$ cat config.mk
export PLATFORM = sky130hd
export DESIGN_NAME = irq_controller_multi
export DESIGN_NICKNAME = d
export VERILOG_FILES = /design/src/rtl/irq_controller_multi.sv
export SDC_FILE = /design/constraint.sdc
export NUM_CORES = 1
export LEC_CHECK = 0
export ABC_AREA = 1
export CAP_MARGIN = 15
export CORE_MARGIN = 5
export CORE_UTILIZATION = 45
export CTS_BUF_LIST = sky130_fd_sc_hd__clkbuf_4 sky130_fd_sc_hd__clkbuf_8
export DETAILED_ROUTE_END_ITERATION = 16
export PLACE_DENSITY = 0.72
export SYNTH_ARGS = -nofsm -noshare
export SYNTH_HDL_FRONTEND = slang
export SYNTH_SLANG_ARGS = --single-unit
$ cat constraint.sdc
create_clock -name clk -period 1.9 [get_ports clk]
set_clock_uncertainty 0.1 [all_clocks]
set_input_delay 0.57 -clock clk [delete_from_list [all_inputs] [get_ports clk]]
set_output_delay 0.57 -clock clk [all_outputs]
set_load 0.01 [all_outputs]
$ cat src/rtl/irq_controller_multi.sv
// irq_controller_multi
//   Multi-channel interrupt controller for a 6502-style bus. N_CHANNELS sources
//   (1..32), each with its own enable and edge/level mode, are combined by fixed
//   priority (channel 0 highest) into a registered active-low IRQ line. An 8-bit
//   register window gives status/vector readout, EOI, and banked access to the
//   per-channel registers, eight channels per bank.
//
//   Ports:
//     clk     CPU clock, all state changes on the rising edge
//     rst_n   asynchronous active-low reset
//     cs      register window select
//     we      write strobe, qualified by cs
//     addr    register offset (0 STATUS, 1 BANK, 2 ENABLE, 3 EDGE_MODE,
//             4 PENDING, 5 RAW, 6..F reserved)
//     i_data  write data
//     o_data  combinational read data, 0 when cs is low
//     int_in  active-high interrupt sources
//     irqb    registered active-low IRQ to the CPU
//
//   Build option: define IRQ_CONTROLLER_SYNC_EN to pass int_in through a
//   2-flop synchroniser before edge detect, RAW readout and level capture.
module irq_controller_multi #(
   parameter int unsigned N_CHANNELS = 8
) (
   input  logic                  clk,
   input  logic                  rst_n,
   input  logic                  cs,
   input  logic                  we,
   input  logic [3:0]            addr,
   input  logic [7:0]            i_data,
   output logic [7:0]            o_data,
   input  logic [N_CHANNELS-1:0] int_in,
   output logic                  irqb
);

   typedef logic [31:0] vec_t;

   // Channels that exist; every stored vector is kept zero outside this mask so
   // out-of-range bits and banks read back as 0 without extra read logic.
   localparam logic [32:0] MaskWide = (33'd1 << N_CHANNELS) - 33'd1;
   localparam vec_t        ChanMask = MaskWide[31:0];

   localparam logic [3:0] AddrStatus  = 4'h0;
   localparam logic [3:0] AddrBank    = 4'h1;
   localparam logic [3:0] AddrEnable  = 4'h2;
   localparam logic [3:0] AddrEdge    = 4'h3;
   localparam logic [3:0] AddrPending = 4'h4;
   localparam logic [3:0] AddrRaw     = 4'h5;

   // ---------------------------------------------------------------------------
   // Input conditioning
   // ---------------------------------------------------------------------------
   logic [N_CHANNELS-1:0] in_s;

`ifdef IRQ_CONTROLLER_SYNC_EN
   logic [N_CHANNELS-1:0] sync1_q, sync2_q;

   always_ff @(posedge clk or negedge rst_n) begin
      if (!rst_n) begin
         sync1_q <= '0;
         sync2_q <= '0;
      end else begin
         sync1_q <= int_in;
         sync2_q <= sync1_q;
      end
   end

   assign in_s = sync2_q;
`else
   assign in_s = int_in;
`endif

   vec_t in_w;

   always_comb begin
      in_w                 = '0;
      in_w[N_CHANNELS-1:0] = in_s;
   end

   // ---------------------------------------------------------------------------
   // State
   // ---------------------------------------------------------------------------
   vec_t       enable_q, enable_d;
   vec_t       edge_q, edge_d;
   vec_t       pending_q, pending_d;
   vec_t       prev_q, prev_d;
   logic [1:0] bank_q, bank_d;
   logic       irqb_q, irqb_d;

   always_ff @(posedge clk or negedge rst_n) begin
      if (!rst_n) begin
         enable_q  <= '0;
         edge_q    <= '0;
         pending_q <= '0;
         prev_q    <= '0;
         bank_q    <= '0;
         irqb_q    <= 1'b1;
      end else begin
         enable_q  <= enable_d;
         edge_q    <= edge_d;
         pending_q <= pending_d;
         prev_q    <= prev_d;
         bank_q    <= bank_d;
         irqb_q    <= irqb_d;
      end
   end

   assign irqb = irqb_q;

   // ---------------------------------------------------------------------------
   // Write decode and next state
   // ---------------------------------------------------------------------------
   logic [4:0] base;
   logic       wr;
   vec_t       bank_wmask, bank_wdata;
   vec_t       w1c, eoi, clr, rise;

   assign base = {bank_q, 3'b000};
   assign wr   = cs & we;

   always_comb begin
      enable_d   = enable_q;
      edge_d     = edge_q;
      bank_d     = bank_q;
      bank_wmask = {24'd0, 8'hFF} << base;
      bank_wdata = {24'd0, i_data} << base;
      w1c        = '0;
      eoi        = '0;

      if (wr && addr == AddrBank) begin
         bank_d = i_data[1:0];
      end
      if (wr && addr == AddrEnable) begin
         enable_d = ((enable_q & ~bank_wmask) | bank_wdata) & ChanMask;
      end
      if (wr && addr == AddrEdge) begin
         edge_d = ((edge_q & ~bank_wmask) | bank_wdata) & ChanMask;
      end
      if (wr && addr == AddrPending) begin
         w1c = bank_wdata;
      end
      // EOI ids beyond N_CHANNELS fall outside ChanMask and have no effect.
      if (wr && addr == AddrStatus) begin
         eoi = vec_t'(1) << i_data[4:0];
      end

      clr  = w1c | eoi;
      rise = in_w & ~prev_q;

      // Edge channels: a new rise beats a same-cycle clear.
      // Level channels: pending simply tracks the (conditioned) input.
      pending_d = ((edge_q & (rise | (pending_q & ~clr))) | (~edge_q & in_w)) & ChanMask;
      prev_d    = in_w & ChanMask;
      irqb_d    = ~|(pending_q & enable_q);
   end

   // ---------------------------------------------------------------------------
   // Read path
   // ---------------------------------------------------------------------------
   vec_t       active;
   logic [4:0] active_id;
   vec_t       en_sh, edge_sh, pend_sh, raw_sh;

   assign active = pending_q & enable_q;

   // Scan downwards so the lowest-index active channel wins.
   always_comb begin
      active_id = '0;
      for (int i = 31; i >= 0; i--) begin
         if (active[i]) begin
            active_id = 5'(i);
         end
      end
   end

   assign en_sh   = enable_q >> base;
   assign edge_sh = edge_q >> base;
   assign pend_sh = pending_q >> base;
   assign raw_sh  = (in_w & ChanMask) >> base;

   always_comb begin
      o_data = 8'h00;
      if (cs) begin
         case (addr)
            AddrStatus:  o_data = (|active) ? {1'b1, 2'b00, active_id} : 8'h00;
            AddrBank:    o_data = {6'd0, bank_q};
            AddrEnable:  o_data = en_sh[7:0];
            AddrEdge:    o_data = edge_sh[7:0];
            AddrPending: o_data = pend_sh[7:0];
            AddrRaw:     o_data = raw_sh[7:0];
            default:     o_data = 8'h00;
         endcase
      end
   end

endmodule

Word level (Yosys, flattened, before mapping) --
Index checks and enable logic that the tools add are counted.
Word-level totals: register bits 35, latch bits 0, bits in writable memories 0, memory bits (read-only) 0, bits of input ports 24, output and inout bits 9, word-level logic and storage cells 80, memories kept 0
Cells by class: add/sub/neg operators 0, $mul 0, divide/modulo/power cells 0, order comparisons 0, eq/ne operators 5, shifts and indexed selects 7, muxes and demuxes 37, bitwise logic cells 17, reduce and logical (&&, ||, !) cells 8
Operator list (count):
- two-way mux 5 bit | 32
- bitwise AND 8 bit | 7
- one-hot mux 8 bit (6 select lines) | 1
- bitwise OR 8 bit | 5
- two-way mux 8 bit | 4
- NOT 8 bit | 4
- OR reduction 32 bit | 1
- right shift 8 x 5 -> 8 bit | 4
- equality test 4 x 2 -> 1 bit (second input constant) | 2
- equality test 4 x 3 -> 1 bit (second input constant) | 2
- left shift 1 x 5 -> 8 bit (first input constant) | 1
- left shift 8 x 5 -> 8 bit | 1
- left shift 8 x 5 -> 8 bit (first input constant) | 1
- logical AND 1 bit | 5
- equality test 4 x 1 -> 1 bit (second input constant) | 1
- logical NOT 4 bit | 1
- bitwise AND 1 bit | 1
- logical NOT 1 bit | 1

Longest topological paths before layout --
depth in word-level cells 35, mapped depth 10, depth with buffers taken out 10

Worst setup path before layout --
No wires, ideal clock.
kind input-to-output, start point input port addr[3], end point output port o_data[4], data arrival time 1.377 ns, required time 1.230 ns, slack -0.147 ns, stages 7, buffers on the path 0, cells stage by stage nor2_4 nand2_1 a21oi_2 nand2_1 inv_1 o21ai_0 a21oi_1
Between the ends: word-level cells in the longest chain between the ends 3, elaborated cells between the ends (all ways) 8, those cells by class eq/ne: 5; mux: 2; reduce/logical: 1
Ends and longest elaborated chain:
- start: declaration | RTL line 29 | input logic [3:0] addr,
- equality test 4 x 3 -> 1 bit, or another cell as far along | RTL line 184 | case (addr)
- one-hot mux 8 bit (6 select lines) * | RTL line 184
- two-way mux 8 bit * | RTL line 183 | if (cs) begin
- end: declaration | RTL line 31 | output logic [7:0] o_data,
Every way passes the cells marked *; elsewhere a longest branch is shown, timed or not.

Final worst setup path --
start point input port addr[1], end point output port o_data[4]
The elaborated chain is that of the path after synthesis.

==> impl_metrics.env <==
export IMPL_status="finished with violations"
export IMPL_violations="setup timing"
export IMPL_htreeDepth=2
export IMPL_synth_area_leader_cell="dfrtp_1"
export IMPL_async_flop_share=1.000
export IMPL_drt_vias_per_instance=5.522
export IMPL_rows=24
export IMPL_power_density_nw_per_um2=695.9
export IMPL_drtPass1Iterations=5
export IMPL_fin_crit_sh=1.280
export IMPL_drive_gt1_frac=0.4129
export IMPL_cp_slowest_cell="a21oi_2"
export IMPL_yosys_top_cells_count="nand2_1, dfrtp_1, nand3_1"
export IMPL_synth_ff_type="dfrtp_1"
export IMPL_p_leak_nw=1.640
export IMPL_syn_nets=300
export IMPL_syn_area_per_cell_um2=7.267
export IMPL_diodes=0
export IMPL_cp_max_fo=5
export IMPL_numCtsBuffers=5
export IMPL_synth_area_top_cells="dfrtp_1, nand2_1, nand3_1, inv_1, o21ai_0"
export IMPL_clkLatencyLatePin_ns=0.30
export IMPL_grt_pass1_vias=2509
export IMPL_die_x_um=76.76
export IMPL_cp_cell_sequence="buf_8 -> nand3b_1 -> a21oi_2 -> nand2_2 -> inv_4 -> o21ai_2 -> a21oi_2 -> buf_2"
export IMPL_arrival_ns=1.76
export IMPL_core_area_um2=4354
export IMPL_synth_top_area_frac=0.4242
export IMPL_yosysWarnings=0
export IMPL_area_delta_synth_final_pct=65.75
export IMPL_clk_path_buf_depth=2
export IMPL_timing_slew_headroom=0.8395
export IMPL_sw_frac_of_total=0.3378
export IMPL_hold_viol_final=0
export IMPL_p_comb_frac=0.359
export IMPL_grt_max_degree=36
export IMPL_crit_path_max_incr_delay_ns=0.27
export IMPL_gr_usage_all_layers=0.2557
export IMPL_wl_per_cell_um=16.87
export IMPL_fin_nets=425
export IMPL_clock_root_buffer="clkbuf_8"
export IMPL_fin_crit_ns=2.433
export IMPL_vdd_drop_max_uv=497.0
export IMPL_seqPwrFrac=0.401
export IMPL_startpoint_type="input pin"
export IMPL_p_switching_uw=781.6
export IMPL_setup_violations_final=8
export IMPL_endpoint_kind="output port"
export IMPL_final_cells=454
export IMPL_die_area_um2=5892
export IMPL_max_cap_violations=0
export IMPL_drc=0
export IMPL_ys_ff_latch=35
export IMPL_synthCells=276
export IMPL_rsz0062_at_grt="true"
export IMPL_timing_final_ws_setup_ns=-0.5326
export IMPL_drv_slew=0
export IMPL_portBuffers=32
export IMPL_seq_area_frac_synth=0.4373
export IMPL_synth_edf_count=0
export IMPL_die_y_um=76.76
export IMPL_drtAntennaViolNets=0
export IMPL_max_freq_mhz=411.1
export IMPL_hpwlAfterDp_mm=5.009
export IMPL_ctsHoldBuffers=0
export IMPL_overflow=0
export IMPL_yosysUniqueCellTypes=27
export IMPL_antenna_found_initial=0
export IMPL_drt_iter0_drc=291
export IMPL_critPathKind="in2out"
export IMPL_place_inst=425
export IMPL_path_clk_slew_ns=0.07
export IMPL_setup_tns_final_ns=-3.960
export IMPL_crit_path_frequent_cell="a21oi_2"
export IMPL_crit_required_ns=1.23
export IMPL_holdWs_ns=0.4008
export IMPL_grt_pass1_wl_mm=12.04
export IMPL_initial_utilization=0.4606
export IMPL_internal_power_mw=1.532
export IMPL_cts_tree="done"
export IMPL_vias=2507
export IMPL_wirelength_mm=7.659
export IMPL_tightest_slew_ns=0.2395
export IMPL_place_congestion=0.9272
export IMPL_finalPower_mw=2.314
export IMPL_hold_path_class="reg2reg"
export IMPL_syn_area_um2=2006
export IMPL_io_pins=33
export IMPL_synth_most_common_cell="nand2_1"
export IMPL_cts_sink_count=35
export IMPL_clockPowerShare=0.240
==> cells in the final DEF (no fill, tap or decap), drive strengths merged <==
cell type / n
a41oi: 1
a21oi: 7
nand3b: 3
nand2: 86
o21ai: 29
nor2: 33
nor3: 4
clkdlybuf4s50: 17
nor3b: 1
clkbuf: 6
o22ai: 2
inv: 33
dfstp: 1
dlygate4sd2: 3
buf: 100
a31oi: 1
and2: 1
nand3: 34
clkinvlp: 1
dfrtp: 34
a22o: 4
clkinv: 1
==> cell families after synthesis <==
logic type      after synthesis  synth area share
compound gates               44            0.1304
simple gates                162            0.3612
flops                        35            0.4373
buf+inv                      35           0.07112
==> routing by layer <==
| layer | vias up | GRT usage | share of wire |
|---|---|---|---|
| li1 | 1145 | - | - |
| met1 | 1202 | 0.3176 | 0.39 |
| met2 | 133 | 0.4160 | 0.50 |
| met3 | 27 | 0.06206 | 0.079 |
| met4 | 0 | 0.1171 | 0.030 |
| met5 | - | 0 | 0 |
==> final timing paths <==
kind	cells past startpoint	to	slack, ns	start
max	8	o_data[4]	-0.53	addr[1]
min	3	pending_q[7]	0.40	prev_q[7]
max reg2reg	7	pending_q[2]	0.50	bank_q[1]
min reg2reg	3	pending_q[7]	0.40	prev_q[7]
max in group asynchronous	2	irqb	0.91	rst_n
min in group asynchronous	2	prev_q[6]	0.54	rst_n
==> cell type report <==
| type | instances | area, um2 |
|---|---|---|
| clock buffers | 6 | 76.32 |
| clock inverters | 2 | 12.51 |
| fillers | 310 | 1030 |
| inverters | 33 | 133.9 |
| multi-input cells | 206 | 1157 |
| flip-flops and latches | 35 | 877.1 |
| well taps | 52 | 65.06 |
| repair buffers | 120 | 1002 |
==> state kept, by name, indices dropped and copies added (netlist names) <==
name,cells
bank_q,2
edge_q,8
enable_q,8
irqb,1
pending_q,8
prev_q,8
==> power by group through the flow <==
stage | sequential (mW) | clock (mW) | combinational [mW]
2_1_floorplan | 0.942 | 0 | 0.289
3_3_place_gp | 0.934 | 0 | 0.706
3_5_place_dp | 0.937 | 0 | 0.724
4_1_cts | 0.923 | 0.555 | 0.761
5_1_grt | 0.944 | 0.602 | 0.903
6_report | 0.929 | 0.555 | 0.831
==> critical path, delay by kind of cell <==
family / cells / cell delay (ns)
AOI/OAI and AO/OA: 3 / 0.44
and+or+nand+nor: 2 / 0.39
buffers and inverters: 3 / 0.35
==> stage by stage <==
step | worst slack [ns] | area (um2) | util
finish | -0.5326 | 3324 | 0.7635
global route | -0.5680 | 3324 | 0.7635
CTS | -0.4450 | 3173 | 0.7287
detailed placement | -1.355 | 2919 | 0.6704
global placement | -1.286 | 2919 | 0.6704
floorplan | -0.1006 | 2024 | -
==> timing repair <==
action                                  CTS  global route
resized for setup                        87            33
pin swaps                                22            21
buffers inserted                         15             7
endpoints found under the setup margin   32            27
No activity file was read; power rests on OpenSTA's default activity.
